$ cat config.mk
export PLATFORM = sky130hd
export DESIGN_NAME = cpu_core_p
export DESIGN_NICKNAME = d
export VERILOG_FILES = /design/src/rtl/cpu_core_p.sv
export SDC_FILE = /design/constraint.sdc
export NUM_CORES = 1
export LEC_CHECK = 0
export ABC_AREA = 1
export CAP_MARGIN = 20
export CORE_ASPECT_RATIO = 2
export CORE_MARGIN = 5
export CORE_UTILIZATION = 30
export DETAILED_ROUTE_END_ITERATION = 8
export PLACE_DENSITY = 0.42
export RECOVER_POWER = 50
export SLEW_MARGIN = 20
export SYNTH_ARGS = -nofsm -noshare
export SYNTH_HDL_FRONTEND = slang
export SYNTH_SLANG_ARGS = --single-unit
$ cat constraint.sdc
create_clock -name clk -period 3.7 [get_ports clk]
set_input_delay 1.11 -clock clk [delete_from_list [all_inputs] [get_ports clk]]
set_output_delay 1.11 -clock clk [all_outputs]
set_load 0.1 [all_outputs]
$ cat src/rtl/cpu_core_p.sv
// ============================================================================
//  Module   : cpu_core_p
//  Purpose  : Accumulator CPU core with a FETCH/EXEC/HALT controller, a small
//             register file and relative branches. Optional macro
//             CPU_CORE_SHIFT_EN adds the SHL/SHR opcodes.
//  Revision : 1.0 - initial release
// ============================================================================
`default_nettype none

module cpu_core_p #(
   parameter int DATA_W = 8,
   parameter int ADDR_W = 8,
   parameter int REG_AW = 4
) (
   input  logic                  clk,
   input  logic                  reset,
   output logic                  imem_req,
   output logic [ADDR_W-1:0]     imem_addr,
   input  logic                  imem_ack,
   input  logic [4+REG_AW-1:0]   imem_data,
   output logic [4+REG_AW-1:0]   ir,
   output logic [DATA_W-1:0]     acc,
   output logic [1:0]            flags,
   output logic                  retire,
   output logic                  halted
);

   localparam int c_IW = 4 + REG_AW;

   localparam logic [3:0] c_OP_LD  = 4'h1;
   localparam logic [3:0] c_OP_ST  = 4'h2;
   localparam logic [3:0] c_OP_ADD = 4'h3;
   localparam logic [3:0] c_OP_SUB = 4'h4;
   localparam logic [3:0] c_OP_AND = 4'h5;
   localparam logic [3:0] c_OP_OR  = 4'h6;
   localparam logic [3:0] c_OP_XOR = 4'h7;
   localparam logic [3:0] c_OP_LDI = 4'h8;
   localparam logic [3:0] c_OP_JMP = 4'h9;
`ifdef CPU_CORE_SHIFT_EN
   localparam logic [3:0] c_OP_SHL = 4'hA;
   localparam logic [3:0] c_OP_SHR = 4'hB;
`endif
   localparam logic [3:0] c_OP_JZ  = 4'hC;
   localparam logic [3:0] c_OP_JC  = 4'hD;
   localparam logic [3:0] c_OP_HLT = 4'hF;

   typedef enum logic [1:0] {
      FETCH = 2'd0,
      EXEC  = 2'd1,
      HALT  = 2'd2
   } state_t;

   state_t                 state_q, state_d;
   logic [ADDR_W-1:0]      pc_q, pc_d;
   logic [c_IW-1:0]        ir_q, ir_d;
   logic [DATA_W-1:0]      acc_q, acc_d;
   logic                   c_q, c_d;
   logic                   z_q, z_d;
   logic [DATA_W-1:0]      rf_q [2**REG_AW];

   logic                   w_rf_we;
   logic                   w_upd_z;
   logic [3:0]             w_opc;
   logic [REG_AW-1:0]      w_n;
   logic [DATA_W-1:0]      w_rdata;
   logic [DATA_W:0]        w_sum;
   logic [DATA_W:0]        w_diff;
   logic [ADDR_W-1:0]      w_pc_rel;

   assign w_opc    = ir_q[c_IW-1:c_IW-4];
   assign w_n      = ir_q[REG_AW-1:0];
   assign w_rdata  = rf_q[w_n];
   assign w_sum    = {1'b0, acc_q} + {1'b0, w_rdata};
   // The extra top bit of the difference is the unsigned borrow.
   assign w_diff   = {1'b0, acc_q} - {1'b0, w_rdata};
   assign w_pc_rel = pc_q + ADDR_W'($signed(w_n));

   always_comb begin
      state_d = state_q;
      pc_d    = pc_q;
      ir_d    = ir_q;
      acc_d   = acc_q;
      c_d     = c_q;
      z_d     = z_q;
      w_rf_we = 1'b0;
      w_upd_z = 1'b0;

      case (state_q)
         FETCH: begin
            if (imem_ack) begin
               ir_d    = imem_data;
               pc_d    = pc_q + ADDR_W'(1);
               state_d = EXEC;
            end
         end

         EXEC: begin
            state_d = FETCH;
            case (w_opc)
               c_OP_LD: begin
                  acc_d   = w_rdata;
                  w_upd_z = 1'b1;
               end
               c_OP_ST: begin
                  w_rf_we = 1'b1;
               end
               c_OP_ADD: begin
                  acc_d   = w_sum[DATA_W-1:0];
                  c_d     = w_sum[DATA_W];
                  w_upd_z = 1'b1;
               end
               c_OP_SUB: begin
                  acc_d   = w_diff[DATA_W-1:0];
                  c_d     = w_diff[DATA_W];
                  w_upd_z = 1'b1;
               end
               c_OP_AND: begin
                  acc_d   = acc_q & w_rdata;
                  w_upd_z = 1'b1;
               end
               c_OP_OR: begin
                  acc_d   = acc_q | w_rdata;
                  w_upd_z = 1'b1;
               end
               c_OP_XOR: begin
                  acc_d   = acc_q ^ w_rdata;
                  w_upd_z = 1'b1;
               end
               c_OP_LDI: begin
                  acc_d   = DATA_W'(w_n);
                  w_upd_z = 1'b1;
               end
               c_OP_JMP: begin
                  pc_d = w_pc_rel;
               end
`ifdef CPU_CORE_SHIFT_EN
               c_OP_SHL: begin
                  acc_d   = {acc_q[DATA_W-2:0], 1'b0};
                  c_d     = acc_q[DATA_W-1];
                  w_upd_z = 1'b1;
               end
               c_OP_SHR: begin
                  acc_d   = {1'b0, acc_q[DATA_W-1:1]};
                  c_d     = acc_q[0];
                  w_upd_z = 1'b1;
               end
`endif
               c_OP_JZ: begin
                  if (z_q) begin
                     pc_d = w_pc_rel;
                  end
               end
               c_OP_JC: begin
                  if (c_q) begin
                     pc_d = w_pc_rel;
                  end
               end
               c_OP_HLT: begin
                  state_d = HALT;
               end
               default: begin
               end
            endcase
            if (w_upd_z) begin
               z_d = (acc_d == '0);
            end
         end

         HALT: begin
            state_d = HALT;
         end

         default: begin
            state_d = FETCH;
         end
      endcase
   end

   always_ff @(posedge clk) begin
      if (reset) begin
         state_q <= FETCH;
         pc_q    <= '0;
         ir_q    <= '0;
         acc_q   <= '0;
         c_q     <= 1'b0;
         z_q     <= 1'b0;
         for (int i = 0; i < 2**REG_AW; i++) begin
            rf_q[i] <= '0;
         end
      end else begin
         state_q <= state_d;
         pc_q    <= pc_d;
         ir_q    <= ir_d;
         acc_q   <= acc_d;
         c_q     <= c_d;
         z_q     <= z_d;
         if (w_rf_we) begin
            rf_q[w_n] <= acc_q;
         end
      end
   end

   assign imem_req  = (state_q == FETCH);
   assign imem_addr = pc_q;
   assign ir        = ir_q;
   assign acc       = acc_q;
   assign flags     = {c_q, z_q};
   assign retire    = (state_q == EXEC);
   assign halted    = (state_q == HALT);

endmodule

`default_nettype wire
* Word-level counts from Yosys, hierarchy flattened *
Memories as Yosys holds them, arrays and structs flattened. A register that Yosys moved wholly into a read port is not among the register bits.
Cells that the tools add are included.

operators by class
  add/subtract/negate cells = 4
  equal/unequal tests = 18
  multiplexer cells = 25
  bitwise logic cells = 3
  reduce and logical (&&, ||, !) cells = 10

operators with widths
  operator                                       number
  one-hot mux 8 bit (7 select lines)             1
  two-way mux 8 bit                              5
  one-hot mux 8 bit (3 select lines)             1
  == test 4 bit, second input constant           5
  == test 4 x 3 -> 1 bit, second input constant  4
  one-hot mux 8 bit (2 select lines)             1
  two-way mux 4 bit                              3
  two-way mux 1 bit                              10
  adder 8 x 8 -> 9 bit                           1
  subtractor 8 x 8 -> 9 bit                      1
  adder 8 x 1 -> 8 bit, second input constant    1
  adder 8 bit                                    1
  bitwise AND 8 bit                              1
  == test 4 x 2 -> 1 bit, second input constant  2
  logical NOT 8 bit                              1
  bitwise OR 8 bit                               1
  OR reduction 8 bit                             1
  bitwise XOR 8 bit                              1
  OR reduction 7 bit                             1
  != test 3 bit, second input constant           2
  one-hot mux 2 bit (3 select lines)             1
  AND reduction 2 bit                            3
  AND reduction 5 bit                            1
  == test 4 x 1 -> 1 bit, second input constant  1
  other kinds (8)                                10

storage, ports and cells
  register bits after elaboration = 28
  memory bits (writable) = 128
  input bits = 11
  output and inout port bits = 29
  word-level logic and storage cells = 67
  memories = 1

memories
  name  words  width  rd ports  clocked after memory_dff  wr ports  line  text
  rf_q  16     8      1         1                         16        59    logic [DATA_W-1:0] rf_q [2**REG_AW];

* Logic depth before layout (Yosys ltp) *
  depth after elaboration = 8
  mapped depth = 26
  depth with buffers taken out = 24

* Least setup slack after synthesis *
No wires, ideal clock.

  path kind = flip-flop to flip-flop
  start point = register acc_q[0], in the netlist acc[0]
  end point = register z_q
  setup time = 0.070 ns
  arrival = 3.180 ns
  data required time = 3.630 ns
  slack = 0.450 ns
  stages on the path, launching flop included = 18
  path buffers = 1
  clock period less this slack = 3.250 ns
  cell sequence = dfxtp_1 > clkinv_1 > clkbuf_1 > ha_1 > fa_1 > inv_1 > nand2_1 > nand2_1 > nand2_1 > nand3_1 > nand2_1 > nor2_1 > nand2_1 > nor2_1 > nand2_1 > nor2_1 > nand3_1 > a21oi_1

between the ends
  cells in the longest elaborated chain, start to end = 4
  elaborated cells on any way between the ends = 8
  classes of those cells = add/sub: 2; mux: 2; bitwise: 3; reduce/logical: 1

ends and longest elaborated chain
  element                                            line  text
  from (decl)                                        56    logic [DATA_W-1:0] acc_q, acc_d;
  from (signal assigned)                             184   acc_q <= '0;
  from (signal assigned)                             194   acc_q <= acc_d;
  subtractor 8 x 8 -> 9 bit (tied with other cells)  75    assign w_diff = {1'b0, acc_q} - {1'b0, w_rdata};
  one-hot mux 8 bit (7 select lines) *               99    case (w_opc)
  two-way mux 8 bit *                                88    case (state_q)
  logical NOT 8 bit *                                165   z_d = (acc_d == '0);
  to (signal assigned)                               196   z_q <= z_d;
  to (decl)                                          58    logic z_q, z_d;

Every way passes the cells marked *; elsewhere a longest branch is shown, timed or not. The select of a mux whose other input is x is not followed.
A chain may end at the register's enable or synchronous reset.

==> flow_summary.yaml <==
clock_tree:
  root_buffer: "clkbuf_16"
  cts_tree: "built"
  numClockSinks: 160
  path_clk_slew_ps: 70
  cts_max_level: 4
  postCtsHoldBufs: 0
  clockBufferDepth: 2
  cts_setup_buffers: 0
  numCtsBuffers: 17
  clock_latency_ps: 440
power:
  combPwrFrac_pct: 19.5
  p_int_mw: 3.23
  p_leak_nw: 4.10
  vdd_ir_drop_max_mv: 0.304
  switching_share_pct: 31.8
  p_clk_share_pct: 37.0
  power_frac_seq_pct: 43.5
  powerDensity_mw_per_mm2: 472
  p_sw_mw: 1.50
die:
  die_y_um: 253
  io_pins: 40
  die_x_um: 131
  num_rows: 89
  die_area_mm2: 0.0332
  fp.coreArea_mm2: 0.0293
  initial_core_util_pct: 30.2
worst_setup_path:
  worstPathCellList: "inv_6, buf_4, nand2_1, nand2_1, nand2_1, nand3_1, nand3_1, nand2_1, inv_1, ha_1, nor2_1, nand2_1, nand2_1, nand2_1, nand2_1, nand2_1, nand3_1, nand2_1, inv_1, nand4_1, nor2_1, nand3_1, a21oi_1"
  reg2reg_to: "z_q"
  rr_worst_depth: 23
  reg2reg_setup_slack_ps: 450
  crit_fanout: 46
  slowest_stage: "ha_1"
  required_ps: 4070
  crit_arrival_ps: 3630
  slowest_delay_ps: 370
  worstSetupPathType: "reg -> reg"
  end_kind: "register"
  worstSetupStartpointType: "register"
  cp_common_cell: "nand2_1"
place:
  place.gp.congestion: 0.871
  portBuffers: 39
  hpwl_um: 19300
  pre_cts_ws_ps: 353
yosys:
  synth_ff_type: "edfxtp_1"
  synth_edf_count: 128
  ys_seq_area_share_pct: 50.8
  ys_seq_elements: 160
  syn_area_mm2: 0.00884
  synth.area.top_cells: "edfxtp_1 (44%), nand2_1 (12%), nor2_1 (8.3%)"
  yosysUniqueCellTypes: 36
  synthArstFlopShare_pct: 0
  syn_inst: 1082
  syn_avg_cell_area_um2: 8.17
  yosys.area.top_type: "edfxtp_1"
  syn_nets: 1132
  yosysTopAreaCellShare_pct: 43.5
  yosys_warnings: 0
cells_and_area:
  num-nets-final: 1183
  drive_above_1_share_pct: 5.67
  n_fill_cell: 3169
  final_util_pct: 34.2
  diodes: 0
  area_delta_synth_final_pct: 13.5
min_path:
  min_to: "imem_addr[7]"
  hold_depth: 1
  hold_path.class: "reg -> reg"
  hp-start: "imem_addr[7]"
timing:
  finalSetupViolCount: 0
  period_minus_slack_ps: 3250
  finalHoldViolCount: 0
  fin_ws_ps: 450
  max_slew_margin_pct: 20.8
  finalClockSkew_ps: 12.2
  max_freq_mhz: 308
  fin_tns_setup_ps: 0
  tightest_slew_ps: 1190
  whs_ps: 450
  rsz0062_at_grt: "no"
  fin_crit_sh_pct: 87.8
  slew_viol_final: 0
global_route:
  gr-total-overflow: 0
  grt_start_max_net_pins: 70
  track_usage_pct: 16.5
  antenna_found_initial: 0
  grt_pass1_vias: 7171
  grt_pass1_wl_um: 42400
route:
  dr.pass1.iters: 5
  ant_nets: 0
  vias_per_cell: 4.81
  wire_per_inst_um: 18.1
  dr_total_vias: 7263
  wl_um: 27300
  drc_errors: 0
  drtIter0Drc: 528
outcome:
  outcome: "completed"
run:
  max_cap_viol_count: 0
## layout make-up
| cell class | instances | area (um^2) | area share (%) |
|---|---|---|---|
| clock inverter | 14 | 139 | 1.38 |
| multi-input combinational | 744 | 3580 | 35.7 |
| sequential | 160 | 4490 | 44.7 |
| inverter | 137 | 522 | 5.20 |
| clock buffer | 18 | 429 | 4.28 |
| tap | 364 | 455 | 4.54 |
| timing repair buffer | 73 | 422 | 4.20 |
## layer usage
metal	part of all wire, %	vias up	global-route usage (%)
li1	-	3618	-
met1	44	3452	21.1
met2	50	157	28.4
met3	3.1	36	2.41
met4	2.6	0	6.00
met5	0	-	0
## state kept, by name (all words and copies together) (netlist names), named ones only
name / cells
imem_addr: 8
acc: 8
z_q: 1
state_q: 2
ir: 8
c_q: 1
rf_q: 128
## cell usage after synthesis, types with 2 or more instances
cell,count
a21oi_1,40
a221oi_1,2
buf_2,15
buf_4,7
buf_6,5
clkbuf_1,14
clkinv_1,9
dfxtp_1,32
edfxtp_1,128
fa_1,3
ha_1,36
inv_1,121
inv_2,5
inv_4,2
nand2_1,275
nand2_2,2
nand3_1,93
nand3_2,2
nand4_1,9
nor2_1,196
nor2_2,2
nor2_4,2
nor3_1,4
nor3_2,4
o211ai_1,12
o21ai_0,36
o21ai_1,7
o221ai_1,3
o22ai_1,4
or2_2,2
xnor2_1,2
xor2_1,4
## placed cells by master, fill, tap and decap left out, types with 12 or more instances in the layout
| master | instances |
|---|---|
| nand2_1 | 275 |
| nor2_1 | 196 |
| edfxtp_1 | 128 |
| inv_1 | 121 |
| nand3_1 | 94 |
| clkbuf_1 | 44 |
| a21oi_1 | 40 |
| o21ai_0 | 36 |
| ha_1 | 36 |
| dfxtp_1 | 31 |
| buf_4 | 18 |
| clkbuf_16 | 17 |
| clkinv_1 | 13 |
| o211ai_1 | 12 |
## worst max-delay path by stage
stage	startpoint	end	cells after the start
after floorplan	acc[0]	z_q	17
after global placement	register	z_q	22
after detailed placement	register	z_q	23
after CTS	register	z_q	23
after global routing	register	z_q	21
final	register	z_q	23
## power by group through the flow
stage,Combinational [mW],Clock (mW),Sequential [mW]
final,0.924,1.75,2.06
after global routing,1.02,1.89,2.07
after CTS,0.953,1.81,2.06
after detailed placement,0.948,0,2.10
after global placement,0.952,0,2.10
after floorplan,0.542,0,2.22
## critical path: cells and delay by family, from the launching register on
family          cells  cell delay (ps)
compound gates      1              120
fa+ha+maj           1              370
buf+inv             4              760
flops               1              350
simple gates       17             1560
## through the flow
step	cells	total power, mW	area, um^2
final	1510	4.73	10000
after global routing	1510	4.97	10000
after CTS	1510	4.82	10200
after detailed placement	1478	3.05	9640
after global placement	1478	3.05	9640
after floorplan	1082	2.76	8840
## logic make-up (layout without fill, tap and decap cells)
logic type / count (synthesis) / after routing / share of synthesized area, %
AOI/OAI and AO/OA: 105 / 105 / 6.58
xor gates and xnor gates: 6 / 6 / 0.595
adders and majority gates: 39 / 39 / 5.78
buffers and inverters: 178 / 242 / 8.55
DFF: 160 / 160 / 50.8
and+or+nand+nor: 594 / 594 / 27.7
## timing repair
action,4_1_cts,5_1_grt
endpoints found under the hold margin,0,0
setup endpoints to repair,0,1
resized for setup,0,1
Power figures use the tool's default switching activity.
